**config.mk**
```make
export PLATFORM = sky130hd
export DESIGN_NAME = fetch_unit
export DESIGN_NICKNAME = d
export VERILOG_FILES = /design/src/rtl/riscvibe_pkg.sv /design/src/rtl/fetch_unit.sv
export SDC_FILE = /design/constraint.sdc
export NUM_CORES = 1
export LEC_CHECK = 0
export ABC_CLOCK_PERIOD_IN_PS = 2500
export CORE_ASPECT_RATIO = 0.9
export CORE_MARGIN = 1
export CORE_UTILIZATION = 30
export DETAILED_ROUTE_END_ITERATION = 6
export GPL_TIMING_DRIVEN = 0
export PLACE_DENSITY = 0.57
export SLEW_MARGIN = 25
export SYNTH_ARGS = -nofsm -noshare
export SYNTH_HDL_FRONTEND = slang
export SYNTH_SLANG_ARGS = --single-unit
```
**constraint.sdc**
```tcl
create_clock -name clk -period 2.5 [get_ports clk]
set_input_delay 0.625 -clock clk [delete_from_list [all_inputs] [get_ports clk]]
set_output_delay 0.625 -clock clk [all_outputs]
set_load 0.05 [all_outputs]
```
**src/rtl/riscvibe_pkg.sv**
```systemverilog
// ============================================================================
// Module      : riscvibe_pkg
// Description : Shared types and constants for the RISCVIBE fetch front end.
// Revision    : 1.0 - initial release
// ============================================================================
`default_nettype none

package riscvibe_pkg;

  typedef enum logic [2:0] {
    FETCH = 3'd0,
    WAIT  = 3'd1,
    HOLD  = 3'd2,
    FLUSH = 3'd3,
    TRAP  = 3'd4
  } fetch_state_t;

  localparam logic [31:0] NOP_INSTR = 32'h0000_0013;

endpackage

`default_nettype wire

```
**src/rtl/fetch_unit.sv**
```systemverilog
// ============================================================================
// Module      : fetch_unit
// Description : Single-outstanding instruction fetch with branch/flush redirect.
//               Define RISCVIBE_MISALIGN_TRAP_EN to trap on misaligned targets.
// Revision    : 1.0 - initial release
// ============================================================================
`default_nettype none

module fetch_unit
  import riscvibe_pkg::*;
#(
  parameter logic [31:0] RESET_PC = 32'h0000_0000
) (
  input  logic        clk,
  input  logic        rst_n,
  output logic        imem_req,
  output logic [31:0] imem_addr,
  input  logic        imem_rvalid,
  input  logic [31:0] imem_rdata,
  output logic        instr_valid,
  input  logic        instr_ready,
  output logic [31:0] instr,
  output logic [31:0] instr_pc,
  input  logic        branch_taken,
  input  logic [31:0] branch_target,
  input  logic        flush,
  input  logic [31:0] flush_pc,
  output logic        misalign_trap,
  output logic [31:0] misalign_addr
);

  fetch_state_t state_q, state_d;
  logic [31:0]  pc_q, pc_d;
  logic [31:0]  instr_q, instr_d;
  logic [31:0]  instr_pc_q, instr_pc_d;
  logic [31:0]  imem_addr_q, imem_addr_d;
  logic         imem_req_q, imem_req_d;
  logic [31:0]  taken_pc;
  logic         unused_bits;

`ifdef RISCVIBE_MISALIGN_TRAP_EN
  logic         misalign_trap_q, misalign_trap_d;
  logic [31:0]  misalign_addr_q, misalign_addr_d;

  assign taken_pc = {branch_target[31:1], 1'b0};
`else
  assign taken_pc = {branch_target[31:2], 2'b00};
`endif

  assign unused_bits = ^{flush_pc[1:0], branch_target[1:0]};

  always_comb begin
    state_d     = state_q;
    pc_d        = pc_q;
    instr_d     = instr_q;
    instr_pc_d  = instr_pc_q;
    imem_req_d  = 1'b0;
    imem_addr_d = imem_addr_q;
`ifdef RISCVIBE_MISALIGN_TRAP_EN
    misalign_trap_d = 1'b0;
    misalign_addr_d = misalign_addr_q;
`endif

    if (flush) begin
      pc_d = {flush_pc[31:2], 2'b00};
      // A response still in flight must be swallowed before refetching;
      // one arriving this very cycle is simply dropped.
      if ((state_q == WAIT || state_q == FLUSH) && !imem_rvalid) begin
        state_d = FLUSH;
      end else begin
        state_d = FETCH;
      end
    end else begin
      case (state_q)
        FETCH: begin
          imem_req_d  = 1'b1;
          imem_addr_d = pc_q;
          state_d     = WAIT;
        end
        WAIT: begin
          if (imem_rvalid) begin
            instr_d    = imem_rdata;
            instr_pc_d = pc_q;
            state_d    = HOLD;
          end
        end
        HOLD: begin
          if (instr_ready) begin
            state_d = FETCH;
`ifdef RISCVIBE_MISALIGN_TRAP_EN
            if (branch_taken && branch_target[1]) begin
              state_d         = TRAP;
              misalign_trap_d = 1'b1;
              misalign_addr_d = branch_target;
            end else
`endif
            pc_d = branch_taken ? taken_pc : pc_q + 32'd4;
          end
        end
        FLUSH: begin
          if (imem_rvalid) begin
            state_d = FETCH;
          end
        end
        TRAP:    state_d = TRAP;
        default: state_d = FETCH;
      endcase
    end
  end

  always_ff @(posedge clk or negedge rst_n) begin
    if (!rst_n) begin
      state_q     <= FETCH;
      pc_q        <= RESET_PC;
      instr_q     <= NOP_INSTR;
      instr_pc_q  <= RESET_PC;
      imem_req_q  <= 1'b0;
      imem_addr_q <= RESET_PC;
    end else begin
      state_q     <= state_d;
      pc_q        <= pc_d;
      instr_q     <= instr_d;
      instr_pc_q  <= instr_pc_d;
      imem_req_q  <= imem_req_d;
      imem_addr_q <= imem_addr_d;
    end
  end

`ifdef RISCVIBE_MISALIGN_TRAP_EN
  always_ff @(posedge clk or negedge rst_n) begin
    if (!rst_n) begin
      misalign_trap_q <= 1'b0;
      misalign_addr_q <= 32'h0;
    end else begin
      misalign_trap_q <= misalign_trap_d;
      misalign_addr_q <= misalign_addr_d;
    end
  end

  assign misalign_trap = misalign_trap_q;
  assign misalign_addr = misalign_addr_q;
`else
  assign misalign_trap = 1'b0;
  assign misalign_addr = 32'h0;
`endif

  assign imem_req    = imem_req_q;
  assign imem_addr   = imem_addr_q;
  assign instr_valid = (state_q == HOLD);
  assign instr       = instr_q;
  assign instr_pc    = instr_pc_q;

endmodule

`default_nettype wire
```
==> results of run 1 <==
==> sequential cells by signal, summed over array words and instances (netlist names) <==
name	flops
instr	32
imem_req	1
imem_addr	30
pc_q	30
state_q	3
instr_pc	30
==> cell usage in the layout, fill, tap and decap left out, drive strengths merged, types with 5 or more instances in the layout <==
cell type	Yosys	routed
xor2	9	9
nor2	27	27
nand2	30	30
o21ai	30	30
o211ai	6	6
nand3	22	22
a21oi	32	32
dfrtp	123	123
clkdlybuf4s50	0	189
nor3	8	8
clkbuf	15	34
inv	7	9
clkinv	0	5
mux2i	7	7
nor4	5	5
mux2	89	89
nand4	7	7
and3	7	7
buf	54	56
conb	1	37
==> per-layer routing <==
| metal | wire length [um] | share of wire [%] | up-vias | GRT usage (%) |
|---|---|---|---|---|
| met3 | 1280 | 6.8 | 18 | 4.47 |
| met1 | 8360 | 44 | 2432 | 23.2 |
| met5 | 0 | 0 | - | 0 |
| met4 | 267 | 1.4 | 0 | 7.07 |
| li1 | - | - | 2375 | - |
| met2 | 8930 | 47 | 193 | 29.6 |
==> stage by stage <==
stage / util (%) / setup WS [ps] / TNS (ps)
2_1_floorplan: - / 229 / 0
3_3_place_gp: 42.5 / -4240 / -580590
3_5_place_dp: 42.6 / -670 / -55250
4_1_cts: 45.6 / 73.1 / 0
5_1_grt: 45.6 / 23.1 / 0
6_report: 45.6 / 114 / 0
==> area by class of cell <==
class / instances / area [sq um]
clock inverters: 13 / 140
inverters: 7 / 26.3
fillers: 1884 / 10900
flip-flops and latches: 126 / 3160
clock buffers: 19 / 443
repair buffers: 192 / 1940
multi-input cells: 376 / 2660
well taps: 255 / 319
plain buffers: 69 / 430
==> worst max-delay path, delay by kind of cell <==
family,cells,cell delay [ps]
multiplexers,1,370
AND/OR/NAND/NOR,2,220
buffers and inverters,4,1450
==> worst max-delay path by stage <==
| stage | startpoint | to | depth (start not counted) | slack [ps] |
|---|---|---|---|---|
| 2_1_floorplan | state_q[0]$_DFFE_PN0P_ | instr_valid | 2 | 230 |
| 3_3_place_gp | rst_n | instr[14]$_DFFE_PN0P_ | 1 | -4240 |
| 4_1_cts | flush | instr_pc[20]$_DFFE_PN0P_ | 7 | 70 |
| 5_1_grt | flush | instr_pc[13]$_DFFE_PN0P_ | 7 | 20 |
| 6_report | flush | instr_pc[17]$_DFFE_PN0P_ | 7 | 110 |
| 3_5_place_dp | flush | instr_pc[20]$_DFFE_PN0P_ | 7 | -670 |
==> power groups by stage <==
| stage | combinational, mW | clock, mW | sequential (mW) |
|---|---|---|---|
| after floorplan | 1.36 | 0 | 6.04 |
| after global placement | 5.99 | 0 | 3.46 |
| after detailed placement | 6.07 | 0 | 3.50 |
| after CTS | 6.09 | 2.51 | 3.48 |
| after global routing | 6.29 | 2.60 | 3.59 |
| final | 6.05 | 2.46 | 3.47 |
==> timing repair <==
| action | 4_1_cts | 5_1_grt |
|---|---|---|
| cloned | 0 | 0 |
| setup buffers | 0 | 0 |
| setup endpoints to repair | 73 | 6 |
| resized for setup | 4 | 2 |
| hold buffers | 0 | 0 |
==> cells by family (layout without fill, tap and decap cells) <==
family	Yosys count	after routing	synth area share, %
buffers and inverters	76	300	7.40
other	1	37	0.0613
xor gates and xnor gates	13	13	1.86
adders and majority gates	1	1	0.204
muxes	96	96	17.5
DFF	126	126	51.6
and+or+nand+nor	123	123	10.6
AOI/OAI and AO/OA	106	106	10.8
==> impl_metrics.py, run 1 <==
metrics = {
    "power_and_ir_drop": {
        "seqPwrFrac_pct": 29.0,
        "cellInternalPower_mw": 6.63,
        "peakVddDrop_mv": 0.797,
        "p_per_area_mw_per_mm2": 1310,
        "p_leak_nw": 3.86,
        "p_sw_share_pct": 44.7,
        "p_sw_mw": 5.35,
        "pwr-share-clk_pct": 20.5,
        "combPwrFrac_pct": 50.5,
        "total_power_mw": 12.0,
    },
    "sta": {
        "max_freq_ghz": 0.419,
        "setup_viol": 0,
        "fin_crit_ps": 2390,
        "relSlewSlack_pct": 56.3,
        "maxSlewViolCount": 0,
        "skew_ps": 7.84,
        "timing.hold.ws_ps": 84.1,
        "hold_violations": 0,
        "grt_setup_unrepaired": "no",
        "period_share_pct": 95.4,
        "worst_pin_slew_ps": 649,
    },
    "run": {
        "drv_cap": 0,
    },
    "worst_setup_path": {
        "max_stage_delay_ps": 520,
        "crit_fanout": 10,
        "crit_type": "in2reg",
        "crit_top_cell": "buf_2",
        "regToRegStartpoint": "pc_q[2]$_DFFE_PN0P_",
        "r2r_end": "pc_q[20]$_DFFE_PN0P_",
        "start_kind": "primary input",
        "rr_worst_depth": 6,
        "crit_arrival_ps": 2690,
        "cp_data_required_time_ps": 2800,
        "rrSetupSlack_ps": 220,
        "crit_chain": "clkdlybuf4s50_1 -> buf_2 -> nor2_1 -> nand4b_1 -> clkbuf_2 -> buf_2 -> mux2_2",
        "worstSetupEndpointType": "register",
        "cp_slowest_cell": "clkdlybuf4s50_1",
    },
    "final_layout": {
        "postLayoutCellArea_sq_mm": 0.00911,
        "drive_above_1_share_pct": 23.6,
        "num-nets-final": 892,
        "area_delta_synth_final_pct": 48.9,
        "antenna_cells": 0,
        "layout.cells.non_filler": 1057,
    },
    "clocking": {
        "clkTransAtPathRegs_ps": 60,
        "root_buffer": "clkbuf_16",
        "cts_tree": "yes",
        "cts_max_path_buffers": 2,
        "cts_made_buffers": 17,
        "cts_sinks": 126,
        "htreeDepth": 4,
        "clk_latency_ps": 420,
    },
    "synthesis": {
        "synth_area_sq_mm": 0.00612,
        "yosysTopAreaCell": "dfrtp_1",
        "yosys-top-cells-area": "dfrtp_1, mux2_2, buf_4",
        "yosysWarnings": 0,
        "synth_edf_count": 0,
        "synth_top_area_share_pct": 50.3,
        "synth-async-reset-ratio_pct": 100,
        "synthFlopType": "dfrtp_1",
        "synth_most_common_cell": "dfrtp_1",
        "ys_seq_elements": 126,
        "syn_inst": 542,
        "ys_seq_area_share_pct": 51.6,
        "ys_top_cells_by_count": "dfrtp_1, mux2_2, buf_4",
        "syn_area_per_cell_sq_um": 11.3,
        "synth_cell_types": 57,
    },
    "run_status": {
        "status": "complete, but fails checks",
        "violations": "DRC",
    },
    "grt": {
        "overflow": 0,
        "grt_first_pass_wirelength_um": 28800,
        "grt_max_degree": 87,
        "grtUsageTotal_pct": 18.1,
        "grt_pass1_vias": 5139,
        "antenna_found_initial": 0,
    },
    "routing": {
        "drc": 18,
        "avgRoutedWirePerCell_um": 17.8,
        "routed_wl_um": 18800,
        "drt_first_iter_violations": 257,
        "ant_nets": 0,
        "drt_pass1_iterations": 7,
        "vias": 5018,
        "avgViaCountPerCell": 4.75,
    },
    "hold_path": {
        "hp-class": "in2async",
    },
    "placed_design": {
        "dpl_cell_area_sq_mm": 0.00852,
        "hpwl_um": 14000,
        "dp.cells": 1025,
        "port_buffers": 191,
        "gp_congestion": 0.908,
    },
    "floorplan": {
        "rows": 49,
        "die_w_um": 153,
        "die_area_sq_mm": 0.0210,
        "fp.dieH_um": 138,
        "io_pins": 233,
        "coreArea_sq_mm": 0.0200,
        "start_util_pct": 30.6,
    },
}
Note: power is estimated with default switching activity, not from simulation.
==> run 2: changes to the inputs <==
--- a/config.mk
+++ b/config.mk
@@ -12,5 +12,5 @@
 export DETAILED_ROUTE_END_ITERATION = 6
 export GPL_TIMING_DRIVEN = 0
-export PLACE_DENSITY = 0.57
+export PLACE_DENSITY = 0.61
 export SLEW_MARGIN = 25
 export SYNTH_ARGS = -nofsm -noshare
==> constraint.sdc (replaced) <==
create_clock -name clk -period 2.5 [get_ports clk]
set_input_delay 0.5 -clock clk [delete_from_list [all_inputs] [get_ports clk]]
set_output_delay 0.5 -clock clk [all_outputs]
set_load 0.05 [all_outputs]
==> impl_metrics.py, run 2 (same netlist as run 1, synthesis figures left out) <==
metrics = {
    "worst_setup_path": {
        "rr_worst_depth": 6,
        "crit_type": "in2reg",
        "worstSetupEndpointType": "register",
        "crit_arrival_ps": 2640,
        "regToRegStartpoint": "pc_q[2]$_DFFE_PN0P_",
        "rrSetupSlack_ps": 260,
        "cp_data_required_time_ps": 2780,
        "start_kind": "primary input",
        "r2r_end": "pc_q[20]$_DFFE_PN0P_",
        "crit_fanout": 10,
    },
    "sta": {
        "relSlewSlack_pct": 55.9,
        "max_freq_ghz": 0.423,
        "worst_pin_slew_ps": 661,
        "maxSlewViolCount": 0,
        "skew_ps": 8.81,
        "timing.hold.ws_ps": -8.31,
        "hold_violations": 3,
        "grt_setup_unrepaired": "no",
        "fin_crit_ps": 2360,
        "setup_viol": 0,
        "worst_slack_ps": 137,
        "period_share_pct": 94.5,
    },
    "routing": {
        "drc": 14,
        "avgRoutedWirePerCell_um": 17.3,
        "avgViaCountPerCell": 4.76,
        "drt_first_iter_violations": 301,
        "ant_nets": 0,
        "routed_wl_um": 18300,
        "vias": 5027,
        "drt_pass1_iterations": 7,
    },
    "clocking": {
        "ctsHoldBuffers": 0,
        "post_cts_buffers": 0,
        "root_buffer": "clkbuf_16",
        "htreeDepth": 4,
        "cts_tree": "yes",
        "cts_resized": 1,
        "cts_made_buffers": 17,
        "cts_max_path_buffers": 2,
        "clk_latency_ps": 420,
        "clkTransAtPathRegs_ps": 60,
        "cts_sinks": 126,
    },
    "final_layout": {
        "layout_common_cells": "clkdlybuf4s50_1, dfrtp_1, mux2_2",
        "area_delta_synth_final_pct": 48.9,
        "num-nets-final": 892,
        "largest_register_ff_count": 32,
        "final_util_pct": 45.6,
        "drive_above_1_share_pct": 23.4,
        "antenna_cells": 0,
        "final_common_cell": "clkdlybuf4s50_1",
        "nFillCells": 1907,
    },
    "power_and_ir_drop": {
        "p_per_area_mw_per_mm2": 1310,
        "peakVddDrop_mv": 0.444,
        "p_leak_nw": 3.86,
    },
    "floorplan": {
        "coreArea_sq_mm": 0.0200,
        "rows": 49,
        "io_pins": 233,
        "start_util_pct": 30.6,
        "die_w_um": 153,
        "fp.dieH_um": 138,
        "die_area_sq_mm": 0.0210,
    },
    "grt": {
        "overflow": 0,
        "antenna_found_initial": 0,
        "grtUsageTotal_pct": 17.8,
        "grt_pass1_vias": 4782,
        "grt_max_degree": 69,
        "grt_first_pass_wirelength_um": 28000,
    },
    "placed_design": {
        "port_buffers": 191,
        "dp_slack_ps": -404,
        "gp_congestion": 0.823,
        "hpwl_um": 13700,
    },
    "run_status": {
        "status": "complete, but fails checks",
        "violations": "DRC, hold timing",
    },
    "hold_path": {
        "hp-class": "in2async",
    },
    "run": {
        "drv_cap": 0,
    },
}
## run 2: worst max-delay path by stage
| stage | end | startpoint | cells after the start | slack, ps |
|---|---|---|---|---|
| finish | pc_q[14]$_DFFE_PN0P_ | flush | 7 | 140 |
| global route | pc_q[14]$_DFFE_PN0P_ | flush | 7 | 20 |
| CTS | instr_pc[2]$_DFFE_PN0P_ | flush | 7 | 30 |
| detailed placement | instr_pc[5]$_DFFE_PN0P_ | flush | 7 | -400 |
| global placement | instr[30]$_DFFE_PN0P_ | rst_n | 1 | -4290 |
| floorplan | instr_valid | state_q[0]$_DFFE_PN0P_ | 2 | 350 |
## run 2: stage by stage
step           cells  power (mW)  cell area [sq um]  TNS, ps
2_1_floorplan    578        7.40               6260        0
3_3_place_gp    1024        9.49               8490  -557820
3_5_place_dp    1025        9.55               8520   -20710
4_1_cts         1057        12.1               9110        0
5_1_grt         1057        12.5               9110        0
6_report        1057        12.0               9110        0
## run 2: layer usage
| metal | wire length (um) | vias up | part of all wire, % | track usage (%) |
|---|---|---|---|---|
| met5 | 0 | - | 0 | 0 |
| met4 | 132 | 0 | 0.72 | 4.99 |
| met3 | 1200 | 8 | 6.5 | 4.18 |
| met2 | 8650 | 191 | 47 | 28.0 |
| met1 | 8280 | 2437 | 45 | 24.5 |
| li1 | - | 2391 | - | - |
## run 2: worst max-delay path, cell delays in order
cell and delay, ps:
clkdlybuf4s50_1 490, buf_2 230, buf_1 490, clkbuf_1 570
a21oi_1 90, a21oi_1 170, o21ai_0 100
## run 2: area by class of cell
class	count	area, sq um	share of cell area (%)
inverter	7	26.3	0.288
clock inverter	13	139	1.52
sequential	126	3160	34.6
tap	255	319	3.50
timing repair buffer	192	1940	21.3
buffer	69	428	4.70
clock buffer	19	453	4.97
multi-input combinational	376	2650	29.0
## run 2: report_power, final
group          leakage (nW)  internal, mW  switching (mW)
Clock                 0.278          1.52           0.949
Sequential             1.51          2.90           0.542
Combinational          2.08          2.22            3.82
Total                  3.86          6.65            5.31
==> run 3: changes to the inputs <==
- GPL_ROUTABILITY_DRIVEN: unset -> 0
- SLEW_MARGIN: 25 -> unset
==> impl_metrics.py, run 3 (same netlist as run 1, synthesis figures left out) <==
metrics = {
    "power_and_ir_drop": {
        "p_leak_nw": 3.86,
        "p_sw_share_pct": 44.4,
        "pwr-share-clk_pct": 20.6,
        "combPwrFrac_pct": 50.6,
        "p_per_area_mw_per_mm2": 1310,
        "p_sw_mw": 5.31,
        "cellInternalPower_mw": 6.64,
        "peakVddDrop_mv": 0.444,
        "seqPwrFrac_pct": 28.8,
        "total_power_mw": 12.0,
    },
    "grt": {
        "grt_max_degree": 69,
        "grt_pass1_vias": 4832,
        "antenna_found_initial": 0,
        "overflow": 0,
        "grt_first_pass_wirelength_um": 28100,
        "grtUsageTotal_pct": 17.9,
    },
    "sta": {
        "hold_violations": 0,
        "period_share_pct": 95.6,
        "maxSlewViolCount": 0,
        "worst_slack_ps": 109,
        "relSlewSlack_pct": 54.5,
        "fin_crit_ps": 2390,
        "max_freq_ghz": 0.418,
        "setup_viol": 0,
        "fin_tns_setup_ps": 0,
        "worst_pin_slew_ps": 682,
        "grt_setup_unrepaired": "no",
        "skew_ps": 7.26,
    },
    "clocking": {
        "ctsHoldBuffers": 0,
        "clkTransAtPathRegs_ps": 60,
        "cts_tree": "yes",
        "cts_max_path_buffers": 2,
        "clk_latency_ps": 420,
        "cts_sinks": 126,
        "cts_made_buffers": 17,
        "root_buffer": "clkbuf_16",
        "cts_resized": 1,
        "htreeDepth": 4,
        "post_cts_buffers": 0,
    },
    "routing": {
        "ant_nets": 0,
        "vias": 5011,
        "avgRoutedWirePerCell_um": 17.4,
        "drt_first_iter_violations": 328,
        "avgViaCountPerCell": 4.74,
        "routed_wl_um": 18400,
        "drc": 28,
        "drt_pass1_iterations": 7,
    },
    "floorplan": {
        "die_w_um": 153,
        "die_area_sq_mm": 0.0210,
        "rows": 49,
        "coreArea_sq_mm": 0.0200,
        "io_pins": 233,
        "start_util_pct": 30.6,
        "fp.dieH_um": 138,
    },
    "final_layout": {
        "final_common_cell": "clkdlybuf4s50_1",
        "layout.cells.non_filler": 1058,
        "num-nets-final": 892,
        "drive_above_1_share_pct": 23.4,
        "area_delta_synth_final_pct": 48.8,
        "postLayoutCellArea_sq_mm": 0.00911,
        "largest_register_ff_count": 32,
        "layout_common_cells": "clkdlybuf4s50_1, dfrtp_1, mux2_2",
    },
    "worst_setup_path": {
        "cp_data_required_time_ps": 2780,
        "crit_arrival_ps": 2670,
        "startpoint": "flush",
        "crit_type": "in2reg",
        "worstSetupEndpointType": "register",
        "rr_worst_depth": 6,
        "start_kind": "primary input",
        "endpoint": "pc_q[14]$_DFFE_PN0P_",
        "regToRegStartpoint": "pc_q[2]$_DFFE_PN0P_",
        "r2r_end": "pc_q[20]$_DFFE_PN0P_",
        "rrSetupSlack_ps": 250,
        "crit_fanout": 10,
    },
    "placed_design": {
        "dp.cells": 1025,
        "port_buffers": 191,
        "hpwl_um": 13700,
        "dpl_cell_area_sq_mm": 0.00852,
        "dp_slack_ps": -400,
    },
    "hold_path": {
        "hp-class": "in2async",
    },
    "run_status": {
        "violations": "DRC",
        "status": "complete, but fails checks",
    },
    "run": {
        "drv_cap": 0,
    },
}
[run 3: layer usage]
layer / track usage [%] / routed length [um] / vias to the layer above
li1: - / - / 2392
met1: 24.1 / 8160 / 2417
met2: 28.0 / 8630 / 189
met3: 4.91 / 1390 / 13
met4: 5.89 / 216 / 0
met5: 0 / 0 / -
[run 3: worst min-delay path by stage]
stage                                         from                        end  slack [ps]  cells past startpoint
final                                        rst_n    instr_pc[5]$_DFFE_PN0P_          30                      1
after global routing                         rst_n    instr_pc[5]$_DFFE_PN0P_          80                      1
after CTS                                    rst_n    instr_pc[5]$_DFFE_PN0P_          50                      1
after detailed placement  instr_pc[21]$_DFFE_PN0P_   instr_pc[21]$_DFFE_PN0P_         470                      2
after global placement    instr_pc[30]$_DFFE_PN0P_   instr_pc[30]$_DFFE_PN0P_         470                      2
after floorplan                              rst_n  imem_addr[10]$_DFFE_PN0P_         200                      0
[run 3: per-stage QoR]
stage               hold slack, ps  util [%]
floorplan                      204         -
global placement               468      42.5
detailed placement             475      42.6
CTS                           53.8      45.6
global route                  77.2      45.6
finish                        29.4      45.6
[run 3: power groups by stage]
| stage | Sequential, mW | Combinational, mW | Clock, mW |
|---|---|---|---|
| finish | 3.44 | 6.04 | 2.47 |
| global route | 3.57 | 6.30 | 2.61 |
| floorplan | 6.04 | 1.36 | 0 |
| global placement | 3.45 | 6.04 | 0 |
| detailed placement | 3.48 | 6.07 | 0 |
| CTS | 3.45 | 6.09 | 2.53 |
[run 3: final cells by class]
cell class	instances	area (sq um)
multi-input cells	376	2650
plain buffers	69	428
clock inverters	13	139
repair buffers	192	1940
well taps	255	319
flip-flops and latches	126	3160
inverters	7	26.3
diodes	1	2.50
fillers	1889	10900
clock buffers	19	453
[run 3: worst max-delay path, stage by stage]
cell             delay, ps
clkdlybuf4s50_1        490
buf_2                  240
buf_1                  500
clkbuf_1               590
a21oi_1                 90
a21oi_1                170
o21ai_0                100
